File: config.mk
export PLATFORM = sky130hd
export DESIGN_NAME = ra_req_router
export DESIGN_NICKNAME = d
export VERILOG_FILES = /design/src/rtl/ra_pkg.sv /design/src/rtl/ra_req_fifo.sv /design/src/rtl/ra_req_router.sv
export SDC_FILE = /design/constraint.sdc
export NUM_CORES = 1
export LEC_CHECK = 0
export ABC_AREA = 1
export ABC_CLOCK_PERIOD_IN_PS = 9700
export BUFFER_PORTS_ARGS = -buffer_cell sky130_fd_sc_hd__buf_4
export CAP_MARGIN = 30
export CELL_PAD_IN_SITES_DETAIL_PLACEMENT = 1
export CELL_PAD_IN_SITES_GLOBAL_PLACEMENT = 2
export CORE_MARGIN = 1
export CORE_UTILIZATION = 34
export DETAILED_ROUTE_END_ITERATION = 7
export PLACE_DENSITY_LB_ADDON = 0.1
export SLEW_MARGIN = 0
export SYNTH_ARGS = -nofsm -noshare
export SYNTH_HDL_FRONTEND = slang
export SYNTH_SLANG_ARGS = --single-unit
export TNS_END_PERCENT = 20
File: constraint.sdc
create_clock -name clock -period 9.7 [get_ports clock]
set_input_delay 1.94 -clock clock [delete_from_list [all_inputs] [get_ports clock]]
set_output_delay 1.94 -clock clock [all_outputs]
set_load 0.05 [all_outputs]
File: src/rtl/ra_pkg.sv
// Shared request type and address helpers for the remote-access request router.
package ra_pkg;

   localparam int unsigned RA_MAX_ADDR_BITS = 64;
   localparam int unsigned RA_MAX_DATA_BITS = 64;

   // Request payload, sized for the widest supported configuration.
   typedef struct packed {
      logic                        read;
      logic                        write;
      logic [RA_MAX_ADDR_BITS-1:0] addr;
      logic [RA_MAX_DATA_BITS-1:0] data;
   } ra_req_t;

   // Destination core ID held in the field just above the per-core local address.
   function automatic logic [31:0] ra_dest(input logic [RA_MAX_ADDR_BITS-1:0] addr,
                                           input int unsigned                 real_bits,
                                           input int unsigned                 id_bits);
      logic [RA_MAX_ADDR_BITS-1:0] mask;
      mask = (RA_MAX_ADDR_BITS'(1) << id_bits) - RA_MAX_ADDR_BITS'(1);
      return 32'((addr >> real_bits) & mask);
   endfunction

endpackage

File: src/rtl/ra_req_fifo.sv
// Request FIFO: power-of-two depth, show-ahead head, push allowed when full if popping.
module ra_req_fifo #(
   parameter int unsigned DEPTH = 4,
   parameter int unsigned WIDTH = 8
) (
   input  logic             clock,
   input  logic             reset,
   input  logic             push,
   input  logic             pop,
   input  logic [WIDTH-1:0] wdata,
   output logic [WIDTH-1:0] rdata,
   output logic             full,
   output logic             empty
);

   localparam int unsigned PTR_W = $clog2(DEPTH);
   localparam int unsigned CNT_W = PTR_W + 1;

   logic [WIDTH-1:0] mem [DEPTH];
   logic [PTR_W-1:0] wr_ptr;
   logic [PTR_W-1:0] rd_ptr;
   logic [CNT_W-1:0] count;
   logic             push_ok;
   logic             pop_ok;

   assign full    = (count == CNT_W'(DEPTH));
   assign empty   = (count == '0);
   assign pop_ok  = pop & ~empty;
   assign push_ok = push & (~full | pop_ok);
   assign rdata   = mem[rd_ptr];

   always_ff @(posedge clock) begin
      if (reset) begin
         wr_ptr <= '0;
         rd_ptr <= '0;
         count  <= '0;
      end else begin
         if (push_ok) wr_ptr <= wr_ptr + PTR_W'(1);
         if (pop_ok)  rd_ptr <= rd_ptr + PTR_W'(1);
         case ({push_ok, pop_ok})
            2'b10:   count <= count + CNT_W'(1);
            2'b01:   count <= count - CNT_W'(1);
            default: count <= count;
         endcase
      end
   end

   // Storage needs no reset: entries are only read once written.
   always_ff @(posedge clock) begin
      if (push_ok) mem[wr_ptr] <= wdata;
   end

endmodule

File: src/rtl/ra_req_router.sv
// Routes core requests to the local cache or the network and merges their responses.
// Optional RA_PERF_CNT_EN adds saturating issue counters printed on report.
module ra_req_router
   import ra_pkg::*;
#(
   parameter int unsigned CORE           = 0,
   parameter int unsigned ID_BITS        = 4,
   parameter int unsigned REAL_ADDR_BITS = 16,
   parameter int unsigned DATA_WIDTH     = 32,
   parameter int unsigned ADDRESS_BITS   = 32,
   parameter int unsigned BUF_DEPTH      = 4,
   parameter int unsigned MAX_OUT        = 4
) (
   input  logic                    clock,
   input  logic                    reset,
   input  logic                    req_read,
   input  logic                    req_write,
   input  logic [ADDRESS_BITS-1:0] req_addr,
   input  logic [DATA_WIDTH-1:0]   req_data,
   output logic                    req_ready,
   output logic                    resp_valid,
   output logic [ADDRESS_BITS-1:0] resp_addr,
   output logic [DATA_WIDTH-1:0]   resp_data,
   output logic                    c_read,
   output logic                    c_write,
   output logic [ADDRESS_BITS-1:0] c_addr,
   output logic [DATA_WIDTH-1:0]   c_data,
   input  logic                    c_ready,
   input  logic                    c_valid,
   input  logic [ADDRESS_BITS-1:0] c_raddr,
   input  logic [DATA_WIDTH-1:0]   c_rdata,
   output logic                    n_read,
   output logic                    n_write,
   output logic [ADDRESS_BITS-1:0] n_addr,
   output logic [DATA_WIDTH-1:0]   n_data,
   input  logic                    n_ready,
   input  logic                    n_valid,
   input  logic [ADDRESS_BITS-1:0] n_raddr,
   input  logic [DATA_WIDTH-1:0]   n_rdata,
   output logic                    n_resp_ready,
   input  logic                    report
);

   localparam int unsigned        ENTRY_W = 2 + ADDRESS_BITS + DATA_WIDTH;
   localparam int unsigned        OUT_W   = $clog2(MAX_OUT + 1);
   localparam logic [ID_BITS-1:0] CORE_ID = ID_BITS'(CORE);

   logic [ENTRY_W-1:0]      enq_entry;
   logic [ENTRY_W-1:0]      head_entry;
   logic                    fifo_full;
   logic                    fifo_empty;
   logic                    accept;
   logic                    issue;
   ra_req_t                 head;
   logic                    head_local;
   logic                    target_ready;
   logic                    out_ok;
   logic [OUT_W-1:0]        outstanding;
   logic                    deliver;
   logic                    skid_full;
   logic [ADDRESS_BITS-1:0] skid_addr;
   logic [DATA_WIDTH-1:0]   skid_data;
   logic                    unused_ok;

   // Both strobes high is stored as a write.
   assign enq_entry = {req_write, req_read & ~req_write, req_addr, req_data};
   assign req_ready = ~reset & (~fifo_full | issue);
   assign accept    = (req_read | req_write) & req_ready;

   ra_req_fifo #(
      .DEPTH (BUF_DEPTH),
      .WIDTH (ENTRY_W)
   ) u_fifo (
      .clock (clock),
      .reset (reset),
      .push  (accept),
      .pop   (issue),
      .wdata (enq_entry),
      .rdata (head_entry),
      .full  (fifo_full),
      .empty (fifo_empty)
   );

   always_comb begin
      head       = '0;
      head.write = head_entry[ENTRY_W-1];
      head.read  = head_entry[ENTRY_W-2];
      head.addr  = RA_MAX_ADDR_BITS'(head_entry[DATA_WIDTH +: ADDRESS_BITS]);
      head.data  = RA_MAX_DATA_BITS'(head_entry[DATA_WIDTH-1:0]);
   end

   assign head_local   = (ra_dest(head.addr, REAL_ADDR_BITS, ID_BITS) == CORE);
   assign target_ready = head_local ? c_ready : n_ready;
   assign out_ok       = (outstanding < OUT_W'(MAX_OUT));
   assign issue        = ~reset & ~fifo_empty & target_ready & (~head.read | out_ok);

   // Only the target port is driven, and only in the issuing cycle.
   always_comb begin
      c_read  = 1'b0;
      c_write = 1'b0;
      c_addr  = '0;
      c_data  = '0;
      n_read  = 1'b0;
      n_write = 1'b0;
      n_addr  = '0;
      n_data  = '0;
      if (issue) begin
         if (head_local) begin
            c_read  = head.read;
            c_write = head.write;
            c_addr  = ADDRESS_BITS'(head.addr);
            c_data  = DATA_WIDTH'(head.data);
         end else begin
            n_read  = head.read;
            n_write = head.write;
            n_addr  = ADDRESS_BITS'(head.addr);
            n_data  = DATA_WIDTH'(head.data);
         end
      end
   end

   // Response merge: skid first, then cache, then network pass-through.
   always_comb begin
      resp_valid = 1'b0;
      resp_addr  = '0;
      resp_data  = '0;
      if (!reset) begin
         if (skid_full) begin
            resp_valid = 1'b1;
            resp_addr  = skid_addr;
            resp_data  = skid_data;
         end else if (c_valid) begin
            resp_valid = 1'b1;
            resp_addr  = ADDRESS_BITS'({CORE_ID, c_raddr[REAL_ADDR_BITS-1:0]});
            resp_data  = c_rdata;
         end else if (n_valid) begin
            resp_valid = 1'b1;
            resp_addr  = n_raddr;
            resp_data  = n_rdata;
         end
      end
   end

   assign n_resp_ready = ~skid_full;
   assign deliver      = resp_valid;

   // Outstanding reads; a response with nothing outstanding leaves the count at zero.
   always_ff @(posedge clock) begin
      if (reset) begin
         outstanding <= '0;
      end else begin
         case ({issue & head.read, deliver & (outstanding != '0)})
            2'b10:   outstanding <= outstanding + OUT_W'(1);
            2'b01:   outstanding <= outstanding - OUT_W'(1);
            default: outstanding <= outstanding;
         endcase
      end
   end

   always_ff @(posedge clock) begin
      if (reset) begin
         skid_full <= 1'b0;
         skid_addr <= '0;
         skid_data <= '0;
      end else if (skid_full) begin
         skid_full <= 1'b0;
      end else if (c_valid & n_valid) begin
         skid_full <= 1'b1;
         skid_addr <= n_raddr;
         skid_data <= n_rdata;
      end
   end

`ifdef RA_PERF_CNT_EN
   logic [31:0] local_cnt;
   logic [31:0] remote_cnt;

   always_ff @(posedge clock) begin
      if (reset) begin
         local_cnt  <= '0;
         remote_cnt <= '0;
      end else if (issue) begin
         if (head_local && local_cnt != '1)   local_cnt  <= local_cnt + 32'd1;
         if (!head_local && remote_cnt != '1) remote_cnt <= remote_cnt + 32'd1;
      end
   end

   always_ff @(posedge clock) begin
      if (report) $display("ra_req_router core %0d: local issues %0d, remote issues %0d",
                           CORE, local_cnt, remote_cnt);
   end

   assign unused_ok = &{1'b0, head, c_raddr};
`else
   assign unused_ok = &{1'b0, report, head, c_raddr};
`endif

endmodule

### After elaboration in Yosys (flattened, before gate mapping)

Memories as Yosys holds them, arrays and structs flattened. A register that Yosys moved wholly into a read port is not among the register bits.
Index checks and enable logic that the tools add are counted.

* register bits after elaboration: 75
* latch bits: 0
* memory bits (writable): 264
* memory bits (read-only): 0
* input port bits: 201
* output and inout port bits: 199
* logic and storage cells: 84
* memories kept: 1

* add/subtract/negate cells: 6
* multiply operators: 0
* div/mod/pow operators: 0
* magnitude comparators: 1
* equal/unequal tests: 5
* shift operators: 0
* mux-type cells: 36
* bitwise operators: 21
* reduce and logical (&&, ||, !) cells: 7

Memories
* u_fifo.mem: words 4, width 66, rd ports 1, clocked after Yosys merged registers in 1, write ports 1, RTL line ra_req_fifo.sv:19 `logic [WIDTH-1:0] mem [DEPTH];`

Operator list (number)
* 32-bit 2-to-1 mux: 16
* 32-bit zero test: 1
* 1-bit 2-to-1 mux: 16
* 3-bit case mux with 2 select lines: 2
* 1-bit AND: 11
* 3-bit by 1-bit adder with 3-bit output, second input constant: 2
* 1-bit inverter: 6
* 3-bit by 1-bit subtractor with 3-bit output, second input constant: 2
* 2-bit by 1-bit adder with 2-bit output, second input constant: 2
* 2-bit by 1-bit == test with 1-bit output, second input constant: 2
* 2-bit == test, second input constant: 2
* 2-bit 2-to-1 mux: 2
* 1-bit OR: 4
* 2-bit nonzero test: 2
* 3-bit == test, second input constant: 1
* 3-bit zero test: 1
* 3-bit < comparator, second input constant: 1
* 3-bit nonzero test: 1
* 2-bit AND reduction: 1
* 2-bit OR reduction: 1

### Depth between registers and ports, before layout

* depth after elaboration: 11
* depth in mapped cells: 20
* mapped depth without buffers: 18

### Cells and area by module

Synthesis repeated with hierarchy kept, for this count alone.

* cells, all modules: 1525
* area total of the unflattened synthesis: 15748.9 sq um

Modules (own cells, without submodules)
* ra_req_fifo: instances 1, cells an instance 705, area each 10859.2 sq um, seq. area each 8107.8 sq um
* ra_req_router: instances 1, cells an instance 820, area each 4889.7 sq um, seq. area each 1361.3 sq um

### Worst setup path before layout

Ideal clock, no wire load.

* kind: input to register
* start: input reset
* end: memory u_fifo.mem[0][0] (netlist name), enable pin
* setup time: 0.491 ns
* arrival time: 5.574 ns
* required time: 9.209 ns
* setup slack: 3.635 ns
* stages: 7
* path buffers: 0
* path through: a31oi_1 > nand2_1 > inv_1 > nand3_4 > nand2_2 > nand2_1 > nor2_1

* word-level cells in the longest chain between the ends: 10
* elaborated cells between the ends (all ways): 12
* those cells by class: mux: 2; bitwise: 10

Ends and longest elaborated chain
* start, declared: RTL line ra_req_router.sv:15 `input logic reset,`
* 1-bit inverter *: RTL line ra_req_router.sv:67, ra_req_router.sv:95
* 1-bit AND (3 in series): RTL line ra_req_router.sv:95 `assign issue = ~reset & ~fifo_empty & target_ready & (~head.read | out_ok);`
* 1-bit OR: RTL line ra_req_router.sv:67 `assign req_ready = ~reset & (~fifo_full | issue);`
* 1-bit AND *: RTL line ra_req_router.sv:67
* net req_ready: RTL line ra_req_router.sv:20 `output logic req_ready,`
* 1-bit AND *: RTL line ra_req_router.sv:68 `assign accept = (req_read | req_write) & req_ready;`
* 1-bit AND *: RTL line ra_req_fifo.sv:29 `assign push_ok = push & (~full | pop_ok);`
* 1-bit 2-to-1 mux *: RTL line ra_req_fifo.sv:50 `if (push_ok) mem[wr_ptr] <= wdata;`
* 1-bit 2-to-1 mux (not written as such) *: RTL line ra_req_fifo.sv:50
* end, declared: RTL line ra_req_fifo.sv:19

The timed path passes the listed nets; every way through them passes the cells marked *.

==> qor.csv <==
stage,metric,value,unit
sta,number of max-slew violations in the final report,0,
clock_network,clk_lat worst skew,0.54,ns
clock_network,CTS tree,done,
logic_synthesis,Synth warnings,0,
worst_setup_path,crit path cell chain,inv_4 -> buf_4 -> nand2_1 -> nand3_1 -> nand2_1 -> nand2_1 -> nor2_2 -> nand2_1 -> nand3_4 -> inv_4 -> nand2_4 -> nor2_1 -> buf_4,
worst_setup_path,Buf/Inv on CP,4,
worst_setup_path,Worst Path Max Fanout,84,
logic_synthesis,Most used DFF post-synth,edfxtp_1,
sta,RSZ-0062 raised after global routing,no,
place,IO buf count,378,
worst_setup_path,"slowest stage cell, crit path",buf_4,
logic_synthesis,Syn Inst Count,1449,
clock_network,Post-CTS Resized,0,
sta,fin crit share,0.626,
logic_synthesis,average size of a mapped cell,10.0,µm²
logic_synthesis,sequential-to-total area share from yosys stat,0.650,
route,Routed WL,43800,µm
global_route,pin count of the biggest net entering global routing,85,
worst_setup_path,critical path class,reg2out,
clock_network,Worst-path clk slew,0.06,ns
clock_network,CTS root buffer,clkbuf_16,
hold_path,Worst Hold Depth,2,
route,DRC Markers,0,
logic_synthesis,Mapped Area,0.0146,mm²
sta,worst-margin pin slew,0.893,ns
sta,Final setup viols,0,
worst_setup_path,r2r endpoint,u_fifo.mem[2][5],
floorplan,die area,0.0437,mm²
outcome,outcome,finished clean,
place,GPL Wtd Cong,0.729,
finish,final core utilization,0.453,
worst_setup_path,CP Launch Type,flip-flop,
route,Via-to-Cell Ratio,4.92,
floorplan,Die Height,209,µm
power_and_ir_drop,Lkg Pwr,0.00778,µW
global_route,number of global-route vias before repair,11800,
logic_synthesis,Commonest cells post-synth,"396 x nand2_1, 271 x nor2_1, 264 x edfxtp_1, 88 x a21oi_1, 78 x clkbuf_1",
clock_network,"Hold-fix buffers, CTS",0,
route,violation count after the first detailed-route iteration,483,
hold_path,Hold Crit Start,outstanding[2],
place,placed cell area,0.0179,mm²
sta,total negative slack,0,ns
clock_network,Sink Count,341,
power_and_ir_drop,worst vdd rail ir drop,0.000127,V
clock_network,CTS Buf Count,38,
floorplan,die width,209,µm
hold_path,Worst Hold End,outstanding[2],
place,dpl hpwl,28000,µm
finish,Layout fillers,4740,
job,Max Cap Viol,0,
floorplan,core area,0.0421,mm²
sta,"Min Clock Period, post-route",6.07,ns
logic_synthesis,Synth Register Bits,341,
worst_setup_path,reg2reg setup slack,4.94,ns
global_route,initial antenna violation count,4,
logic_synthesis,"Distinct cells, synth",30,
worst_setup_path,Crit path max-delay family,buffers and inverters,
finish,Antenna diodes,0,
finish,fin nets,1994,
route,Vias,11600,
clock_network,Max clock buf depth,3,
route,post-DR wirelength/cell,18.6,µm
worst_setup_path,Crit path required time,7.76,ns
route,Detail Route Antenna Nets,0,
hold_path,min-delay worst type,reg2reg,
clock_network,post-CTS setup buffers,0,
clock_network,H-tree depth,2,
worst_setup_path,"slowest stage delay, CP",0.79,ns
power_and_ir_drop,pwr dens,208,mW/mm²
logic_synthesis,most area-consuming cells after synthesis,"edfxtp_1 54%, dfxtp_1 11%, nand2_1 10%",
finish,layout cells sized above 1,0.260,
worst_setup_path,CP dominant cell by count,nand2_1,
worst_setup_path,FF-to-FF path depth,13,
sta,Hold Worst Slack,0.489,ns
global_route,total congestion overflow,0,
global_route,first-pass GRT wire length,67100,µm
logic_synthesis,post-synth top area share,0.544,
logic_synthesis,Yosys top cell by area,edfxtp_1,
floorplan,I/O pins,400,
finish,Area Growth Syn to Fin,31.1,%
floorplan,initial core utilization,0.346,
global_route,aggregate global-route resource usage,0.197,
worst_setup_path,"Data arrival, critical path",4.13,ns
logic_synthesis,Post-synth ARST share,0,
sta,Clock Skew,0.0196,ns
sta,Fmax achieved,165,MHz
sta,Worst slew margin,0.405,
route,drt pass-1 iters,5,
logic_synthesis,Post-synth EDFFs,264,
sta,final hold viol count,0,
logic_synthesis,most common cell in the netlist,nand2_1,
finish,Final Instance Area,0.0191,mm²
floorplan,row count,75,
worst_setup_path,Worst setup EP type,output pin,
## layout make-up
| type | instances | area [µm²] | share of cell area |
|---|---|---|---|
| Clock buffer | 54 | 1090 | 0.0573 |
| Clock inverter | 15 | 104 | 0.00544 |
| Inverter | 33 | 131 | 0.00688 |
| Multi-Input combinational cell | 973 | 4550 | 0.238 |
| Sequential cell | 341 | 9470 | 0.496 |
| Tap cell | 539 | 674 | 0.0353 |
| Timing Repair Buffer | 398 | 3070 | 0.161 |
## worst max-delay path by stage
| stage | slack [ns] | to | depth (start not counted) |
|---|---|---|---|
| CTS | 3.41 | c_addr[31] | 13 |
| global placement | 3.70 | u_fifo.mem[3][43] | 9 |
| floorplan | 3.63 | u_fifo.mem[0][0] | 7 |
| finish | 3.63 | c_data[29] | 13 |
| global route | 3.15 | c_addr[3] | 13 |
| detailed placement | 3.83 | req_ready | 7 |
## report_power, final
group,leakage [µW],switching (µW),internal (µW)
registers,0.00305,41.7,1700
logic,0.00415,589,264
clock network,0.000576,568,813
## registers in the layout, indices dropped and copies added (netlist names), named ones only
name	flops
u_fifo.wr_ptr	2
outstanding	3
skid_full	1
u_fifo.count	3
u_fifo.mem	264
skid_addr	32
u_fifo.rd_ptr	2
skid_data	32
## metal layers
| metal | vias up | wire length (µm) | GRT usage |
|---|---|---|---|
| met5 | - | 50 | 0 |
| met4 | 6 | 599 | 0.0423 |
| met3 | 48 | 3250 | 0.0702 |
| met2 | 259 | 21500 | 0.335 |
| met1 | 5601 | 18400 | 0.240 |
| li1 | 5661 | - | - |
## logic make-up (layout without fill, tap and decap cells)
logic type,count (synthesis),after routing,synth area share
compound gates,273,273,0.119
fa+ha+maj,8,8,0.00791
buf+inv,138,500,0.0408
flops,341,341,0.650
other cells,1,4,0.000258
simple gates,688,688,0.181
## worst register-to-register path, cell delays in order, from the launching register on
cell	delay, ns
dfxtp_4	0.46
inv_4	0.46
buf_4	0.80
nand2_1	0.13
nand3_1	0.11
nand2_1	0.09
nand2_1	0.13
nor2_2	0.07
nand2_1	0.10
nand3_4	0.15
nand2_2	0.15
nand2_1	0.28
nor2_4	0.71
buf_4	0.72
## through the flow
step                total power [µW]  setup WS (ns)  cells
global route                    4160           3.15   2353
floorplan                       2330           3.63   1452
finish                          3980           3.63   2353
detailed placement              2640           3.83   2284
global placement                2610           3.70   2279
CTS                             4040           3.41   2353
## placed cells by master (no fill, tap or decap), types with 2 or more instances in the layout
cell type and n:
ha_1 6, clkbuf_8 2, inv_2 3, nor2_4 5, clkinv_2 4, dfxtp_1 75, buf_12 3, edfxtp_1 264
clkbuf_16 41, nand3_1 12, a32o_1 61, clkbuf_1 11, buf_16 2, nor2_1 266, nand2_4 2, a31oi_1 49
buf_4 393, nand2_1 396, conb_1 4, clkinv_1 7, fa_1 2, o21ai_0 72, a21oi_1 88, clkinvlp_4 3
inv_1 26, nand2_2 2, inv_4 3
No activity file was read; power rests on OpenSTA's default activity.
